`config.mk`:
```
export PLATFORM = sky130hd
export DESIGN_NAME = prog_clock_divider_flat
export DESIGN_NICKNAME = d
export VERILOG_FILES = /design/src/rtl/prog_clock_divider_if.sv /design/src/rtl/prog_clock_divider.sv /design/src/flat_wrapper.sv
export SDC_FILE = /design/constraint.sdc
export NUM_CORES = 1
export LEC_CHECK = 0
export ABC_AREA = 1
export CORE_MARGIN = 1.5
export CORE_UTILIZATION = 63
export DETAILED_ROUTE_END_ITERATION = 10
export PLACE_DENSITY = 0.83
export SLEW_MARGIN = 20
export SYNTH_ARGS = -nofsm -noshare
export SYNTH_HDL_FRONTEND = slang
export SYNTH_SLANG_ARGS = --single-unit
```
`constraint.sdc`:
```
create_clock -name CLK -period 5.3 [get_ports CLK]
set_clock_uncertainty 0.15 [all_clocks]
set_input_delay 0.795 -clock CLK [delete_from_list [all_inputs] [get_ports CLK]]
set_output_delay 0.795 -clock CLK [all_outputs]
set_load 0.1 [all_outputs]
```
`src/rtl/prog_clock_divider_if.sv`:
```
// Control and status bundle for prog_clock_divider: divisor programming inputs
// and the divided-clock / tick / active-divisor outputs.
interface prog_clock_divider_if #(
    parameter int unsigned WIDTH = 19
);
    // No valid/ready pair here: DIV_LOAD is a single-cycle strobe sampled on the
    // rising clock edge, and DIV_IN only has to be stable during that edge.
    logic             ENABLE;
    logic [WIDTH-1:0] DIV_IN;
    logic             DIV_LOAD;
    logic             DIVIDEDCLK;
    logic             TICK;
    logic [WIDTH-1:0] DIV_ACTIVE;

    modport master (
        output ENABLE,
        output DIV_IN,
        output DIV_LOAD,
        input  DIVIDEDCLK,
        input  TICK,
        input  DIV_ACTIVE
    );

    modport slave (
        input  ENABLE,
        input  DIV_IN,
        input  DIV_LOAD,
        output DIVIDEDCLK,
        output TICK,
        output DIV_ACTIVE
    );
endinterface

```
`src/rtl/prog_clock_divider.sv`:
```
// Programmable synchronous tick/clock-enable divider. Define CLKDIV_IMMEDIATE_LOAD_EN
// to make DIV_LOAD restart the period at once instead of deferring to the next wrap.
module prog_clock_divider #(
    parameter int unsigned WIDTH   = 19,
    parameter int unsigned DEF_DIV = 262144
) (
    input logic                 CLK,
    input logic                 RST,
    prog_clock_divider_if.slave bus
);
    localparam logic [WIDTH-1:0] DEF_DIV_W = WIDTH'(DEF_DIV);
    localparam logic [WIDTH-1:0] MIN_DIV   = WIDTH'(2);

    logic [WIDTH-1:0] cnt_q, cnt_d;
    logic [WIDTH-1:0] div_active_q, div_active_d;
    logic             divided_clk_q, divided_clk_d;
    logic             tick_q, tick_d;
    logic [WIDTH-1:0] load_val;
    logic             wrap;

    // Divisors of 0 or 1 would break the square wave, so they are raised to 2.
    assign load_val = (bus.DIV_IN < MIN_DIV) ? MIN_DIV : bus.DIV_IN;
    assign wrap     = bus.ENABLE && (cnt_q == div_active_q - WIDTH'(1));

`ifdef CLKDIV_IMMEDIATE_LOAD_EN
    always_comb begin
        cnt_d         = cnt_q;
        div_active_d  = div_active_q;
        divided_clk_d = divided_clk_q;
        tick_d        = 1'b0;
        if (bus.DIV_LOAD) begin
            div_active_d  = load_val;
            cnt_d         = '0;
            divided_clk_d = 1'b0;
        end else if (bus.ENABLE) begin
            if (wrap) begin
                cnt_d  = '0;
                tick_d = 1'b1;
            end else begin
                cnt_d = cnt_q + WIDTH'(1);
            end
            divided_clk_d = (cnt_d >= (div_active_d >> 1));
        end
    end

    always_ff @(posedge CLK) begin
        if (RST) begin
            cnt_q         <= '0;
            div_active_q  <= DEF_DIV_W;
            divided_clk_q <= 1'b0;
            tick_q        <= 1'b0;
        end else begin
            cnt_q         <= cnt_d;
            div_active_q  <= div_active_d;
            divided_clk_q <= divided_clk_d;
            tick_q        <= tick_d;
        end
    end
`else
    logic [WIDTH-1:0] shadow_q, shadow_d;
    logic             pending_q, pending_d;

    always_comb begin
        cnt_d         = cnt_q;
        div_active_d  = div_active_q;
        divided_clk_d = divided_clk_q;
        tick_d        = 1'b0;
        shadow_d      = shadow_q;
        pending_d     = pending_q;
        if (bus.DIV_LOAD) begin
            shadow_d  = load_val;
            pending_d = 1'b1;
        end
        if (bus.ENABLE) begin
            if (wrap) begin
                cnt_d  = '0;
                tick_d = 1'b1;
                // A load landing on the wrap edge itself takes effect right away.
                if (bus.DIV_LOAD) begin
                    div_active_d = load_val;
                    pending_d    = 1'b0;
                end else if (pending_q) begin
                    div_active_d = shadow_q;
                    pending_d    = 1'b0;
                end
            end else begin
                cnt_d = cnt_q + WIDTH'(1);
            end
            divided_clk_d = (cnt_d >= (div_active_d >> 1));
        end
    end

    always_ff @(posedge CLK) begin
        if (RST) begin
            cnt_q         <= '0;
            div_active_q  <= DEF_DIV_W;
            shadow_q      <= DEF_DIV_W;
            pending_q     <= 1'b0;
            divided_clk_q <= 1'b0;
            tick_q        <= 1'b0;
        end else begin
            cnt_q         <= cnt_d;
            div_active_q  <= div_active_d;
            shadow_q      <= shadow_d;
            pending_q     <= pending_d;
            divided_clk_q <= divided_clk_d;
            tick_q        <= tick_d;
        end
    end
`endif

    assign bus.DIVIDEDCLK = divided_clk_q;
    assign bus.TICK       = tick_q;
    assign bus.DIV_ACTIVE = div_active_q;
endmodule

```
`src/flat_wrapper.sv`:
```
// flat-port wrapper written by rule: the top's interface ports become plain ports
module prog_clock_divider_flat 
#(
    parameter int unsigned WIDTH   = 19,
    parameter int unsigned DEF_DIV = 262144
)
  (CLK, RST, bus_ENABLE, bus_DIV_IN, bus_DIV_LOAD, bus_DIVIDEDCLK, bus_TICK, bus_DIV_ACTIVE);
  prog_clock_divider_if #(.WIDTH(WIDTH)) bus_i ();
  input logic CLK;
  input logic RST;
  input wire logic [$bits(bus_i.ENABLE)-1:0] bus_ENABLE;
  input wire logic [$bits(bus_i.DIV_IN)-1:0] bus_DIV_IN;
  input wire logic [$bits(bus_i.DIV_LOAD)-1:0] bus_DIV_LOAD;
  output wire logic [$bits(bus_i.DIVIDEDCLK)-1:0] bus_DIVIDEDCLK;
  output wire logic [$bits(bus_i.TICK)-1:0] bus_TICK;
  output wire logic [$bits(bus_i.DIV_ACTIVE)-1:0] bus_DIV_ACTIVE;
  assign bus_i.ENABLE = bus_ENABLE;
  assign bus_i.DIV_IN = bus_DIV_IN;
  assign bus_i.DIV_LOAD = bus_DIV_LOAD;
  assign bus_DIVIDEDCLK = bus_i.DIVIDEDCLK;
  assign bus_TICK = bus_i.TICK;
  assign bus_DIV_ACTIVE = bus_i.DIV_ACTIVE;
  prog_clock_divider #(.WIDTH(WIDTH), .DEF_DIV(DEF_DIV)) u_core (.CLK(CLK), .RST(RST), .bus(bus_i));
endmodule
```
# After elaboration in Yosys (flattened, before gate mapping)
# Index checks and enable logic that the tools add are counted.
word_totals:
  reg_bits: 60
  input_bits: 23
  word_cells: 31
classes:
  add_sub_neg: 2
  order_cmp: 2
  eq_ne: 3
  n_mux: 13
  n_bitwise: 1
  reduce_logical: 3
op_table:
  columns: ["cell", "n"]
  rows:
  - ["$mux 19", 7]
  - ["$add 19x1->19 const B", 1]
  - ["$eq 19x19->1", 1]
  - ["$ge 19x18->1", 1]
  - ["$lt 19x2->1 const B", 1]
  - ["$sub 19x1->19 const B", 1]
  - ["$mux 1", 6]
  - ["$ne 3x1->1 const B", 1]
  - ["$reduce_and 3->1", 1]
  - ["$ne 2x1->1 const B", 1]
  - ["$reduce_or 2->1", 1]
  - ["$logic_and 1x1->1", 1]
  - ["$not 1->1", 1]

# Logic depth before layout (Yosys ltp)
# Gate-level depths: netlist of the first run.
depth:
  ltp_word: 6
  depth_mapped: 30
  mapped_depth_nobuf: 28

# Worst setup path after synthesis of the first run
# OpenSTA, ideal clock, no wires.
synth_path:
  path_kind: "register to register"
  from: "reg u_core.div_active_q[1], in the netlist u_core.bus.DIV_ACTIVE[1]"
  to: "reg u_core.divided_clk_q, in the netlist u_core.bus.DIVIDEDCLK"
  arrival_time_ps: 3722
  slack_ps: 1296
  stages_incl_launch_ff: 28
  path_buffers: 3
  cell_sequence: "dfxtp_1 inv_1 ha_1 nand3_4 nor2_2 buf_6 nand2_1 nand2_1 nand2_1 nand2_1 nor2_1 nand2_1 nor2_2 nand2_1 buf_6 buf_6 nand2_2 o21ai_2 ha_1 a21oi_1 o21a_1 nand3_1 nand2_1 nand2_1 nand2_1 nand3_1 a21boi_0 a21oi_1"
synth_between:
  elab_chain_cells: 6
synth_rtl:
  columns: ["element", "line", "text"]
  rows:
  - ["start: declaration", "prog_clock_divider.sv:15", "logic [WIDTH-1:0] div_active_q, div_active_d;"]
  - ["start signal: assignment", "prog_clock_divider.sv:103", "div_active_q <= div_active_d;"]
  - ["$sub 19x1->19", "prog_clock_divider.sv:23", "assign wrap = bus.ENABLE && (cnt_q == div_active_q - WIDTH'(1));"]
  - ["$eq 19x19->1", "prog_clock_divider.sv:23", null]
  - ["$logic_and 1x1->1", "prog_clock_divider.sv:23", null]
  - ["$mux 19", "prog_clock_divider.sv:75", "if (wrap) begin"]
  - ["$mux 19", "prog_clock_divider.sv:74", "if (bus.ENABLE) begin"]
  - ["$ge 19x18->1 *", "prog_clock_divider.sv:89", "divided_clk_d = (cnt_d >= (div_active_d >> 1));"]
  - ["end signal: assignment", "prog_clock_divider.sv:106", "divided_clk_q <= divided_clk_d;"]
  - ["end: declaration", "prog_clock_divider.sv:16", "logic divided_clk_q, divided_clk_d;"]
# Every way passes the cells marked *; elsewhere a longest branch is shown, timed or not. The select of a mux whose other input is x is not followed.
# A chain may end at the register's enable or synchronous reset.

# Worst setup path after layout of the first run
# Ends and elaborated chain as after synthesis.

==> metrics.txt, run 1 <==
WL/cell 15.12 microns; ranking of synthesized cells by area dfxtp_1 27%, nand2_1 17%, inv_1 6.7%, ha_1 5.6%, a21oi_1 5.3%; Final Cycle Share 88.79%; hold_sp u_core.shadow_q[6]; RSZ-0062 raised after global routing false; share of the synthesized area in the top cell type 27.00%; post_cts resized 0; endpoints failing setup 0; layout cell share with drive strength beyond 1 12.04%; Post-Route WL 12.51 mm; Lkg Pwr 2.601 nW; clk sinks 60; Cell Rows 30; maximum vdd ir drop 0.0002136 V; number of max-cap violations 0; largest net degree at the start of global routing 41; Reg2Reg Depth 27; DR vias 4,630; crit path max fanout 32; status finished clean; DR pass1 iterations 6; CTS max path bufs 2; R2R Path Start u_core.bus.DIV_ACTIVE[1]; CTS buffer count 9; PnR Total Power 1.142 mW; CP required 5350 ps; CTS Hold Bufs 0; Synthesized Nets 741; gpl congestion 0.9547; worst setup slack after placement 648.5 ps; H-tree Lvls 3; vias in the first global route 4,349; first-pass GRT wire length 20.33 mm; Starting Density 65.47%; Synth Register Bits 60; Syn Inst Count 698; synth warn 0; dpl cells 812; Setup CP Type reg2reg; Hold EP u_core.shadow_q[6]; DP HPWL 9.436 mm; core area 6794 sq um; initial DRC count 413; worst hold-check path type reg2reg; worst skew pair latency 350 ps; placed cell areas 4876 sq um; setup bufs post-CTS 0; power density cells 223.9 nW/um^2; Avg Synthesized Cell Area 6.373 sq um; Worst Tran Pin Value 970.9 ps; Max Clk Rate 0.2125 GHz; WP buf/inv 3; ANT cells 0; final slew viol count 0; Max-slew headroom 35.07%; critical path capture point type register; I/O pin total 44; area grow syn2layout 14.66%; CP max stage cell nand2_2; Yosys top cell by area dfxtp_1; Total Nets Final 770; number of routed nets with antenna violations 0; CTS clk-pin slew, worst paths 80 ps; register area share after synthesis 27.00%; GRT Util Overall 34.76%; startpoint types register; Final WS setup 593.9 ps; CP delay by family, top simple AND/OR/NAND/NOR gates; synthesized cell area 4448 sq um; initial antenna violation count 0; # DRC 0; Setup TNS 0 ps; final cell count without fillers 827; Reg2Reg Capture Point u_core.bus.DIVIDEDCLK; Root Driver clkbuf_8; Crit path largest cell delay 470 ps; die height 87.03 microns; CTS tree built; hold depth 2; CP arrival 4750 ps; final hold violations 0; count of cell types in the netlist 35; gr ovfl total 0; minimum clock period 4706 ps; I/O Buffers 43; post-route cell area 5100 sq um; Die W 87.03 microns; Die Footprint 7573 sq um; most used cell, CP nand2_1; Worst R2R Setup Slack 590 ps; Avg Vias per Cell 5.599
==> sequential cells by signal, summed over array words and instances (netlist names) <==
signal and flops:
u_core.pending_q 1, u_core.cnt_q 19, u_core.shadow_q 19, u_core.bus.TICK 1, u_core.bus.DIV_ACTIVE 19, u_core.bus.DIVIDEDCLK 1
==> layout by cell type, fill, tap and decap left out, drive strengths merged <==
cell | Yosys | routed
and2 | 1 | 1
nand2 | 221 | 221
nor4 | 3 | 3
nand4 | 10 | 10
inv | 83 | 83
clkbuf | 19 | 11
xor2 | 20 | 20
ha | 20 | 20
dfxtp | 60 | 60
o21bai | 1 | 1
nand3b | 5 | 5
nor3 | 9 | 9
clkinv | 0 | 1
o211ai | 1 | 1
clkinvlp | 0 | 1
a21oi | 47 | 47
a21boi | 1 | 1
a211oi | 1 | 1
bufinv | 0 | 2
clkdlybuf4s50 | 0 | 42
nand3 | 30 | 30
o22ai | 2 | 2
o21a | 1 | 1
nor3b | 2 | 2
buf | 9 | 4
xnor2 | 13 | 13
nor2 | 80 | 80
o21ai | 59 | 59
==> routing by layer <==
layer | global-route usage [%] | wire [microns] | vias up
met5 | 0 | 0 | -
met4 | 16.57 | 457 | 0
met3 | 5.308 | 896 | 42
met2 | 57.51 | 5865 | 199
met1 | 44.24 | 5285 | 2104
li1 | - | - | 2285
==> how the worst max path moves through the flow <==
stage | start | to | slack [ps] | cells past startpoint
detailed placement | bus_ENABLE | u_core.bus.DIVIDEDCLK | 650 | 26
finish | u_core.bus.DIV_ACTIVE[1] | u_core.bus.DIVIDEDCLK | 590 | 27
global route | u_core.bus.DIV_ACTIVE[1] | u_core.bus.DIVIDEDCLK | 220 | 29
CTS | u_core.bus.DIV_ACTIVE[1] | u_core.bus.DIVIDEDCLK | 710 | 29
floorplan | u_core.bus.DIV_ACTIVE[1] | u_core.bus.DIVIDEDCLK | 1300 | 27
global placement | bus_ENABLE | u_core.bus.DIVIDEDCLK | 840 | 24
==> report_power, final <==
| part | internal (mW) | switching (mW) | total [mW] |
|---|---|---|---|
| combinational | 0.0678 | 0.107 | 0.174 |
| sequential | 0.468 | 0.0215 | 0.490 |
| clock | 0.287 | 0.191 | 0.478 |
==> through the flow <==
step / utilization, % / hold slack (ps)
6_report: 75.06 / 322.7
5_1_grt: 75.06 / 351.0
4_1_cts: 75.06 / 322.6
3_5_place_dp: 71.77 / 303.2
3_3_place_gp: 71.77 / 283.5
2_1_floorplan: - / 274.0
==> worst reg2reg max path, delay by kind of cell, from the launching register on <==
kind / cells / cell delay (ps)
compound gates: 5 / 550
fa+ha+maj: 2 / 590
buf+inv: 3 / 660
flops: 1 / 330
simple gates: 17 / 2290
==> cell usage after synthesis, drive strengths merged <==
cell,n
a211oi,1
a21boi,1
a21oi,47
and2,1
buf,9
clkbuf,19
dfxtp,60
ha,20
inv,83
nand2,221
nand3,30
nand3b,5
nand4,10
nor2,80
nor3,9
nor3b,2
nor4,3
o211ai,1
o21a,1
o21ai,59
o21bai,1
o22ai,2
xnor2,13
xor2,20
==> final cells by class <==
type                    instances  area, sq um
repair buffers                 46        447.9
well taps                      96        120.1
fillers                       578         1694
clock buffers                  11        151.4
multi-input cells             527         2795
flip-flops and latches         60         1201
inverters                      83        311.5
clock inverters                 4        72.57
==> cells by family after synthesis <==
group / Yosys count / share of synthesized area (%)
compound gates: 113 / 14.57
xor+xnor: 33 / 6.498
fa+ha+maj: 20 / 5.626
buf+inv: 111 / 10.21
flops: 60 / 27.00
simple gates: 361 / 36.09
Power figures use the tool's default switching activity.
==> inputs of run 2 (changes only) <==
--- a/config.mk
+++ b/config.mk
@@ -6,6 +6,7 @@
 export NUM_CORES = 1
 export LEC_CHECK = 0
 export ABC_AREA = 1
+export CAP_MARGIN = 20
 export CORE_MARGIN = 1.5
 export CORE_UTILIZATION = 63
 export DETAILED_ROUTE_END_ITERATION = 10
==> results of run 2 <==
No change in the layout: final DEF, timing and power equal those of run 1.
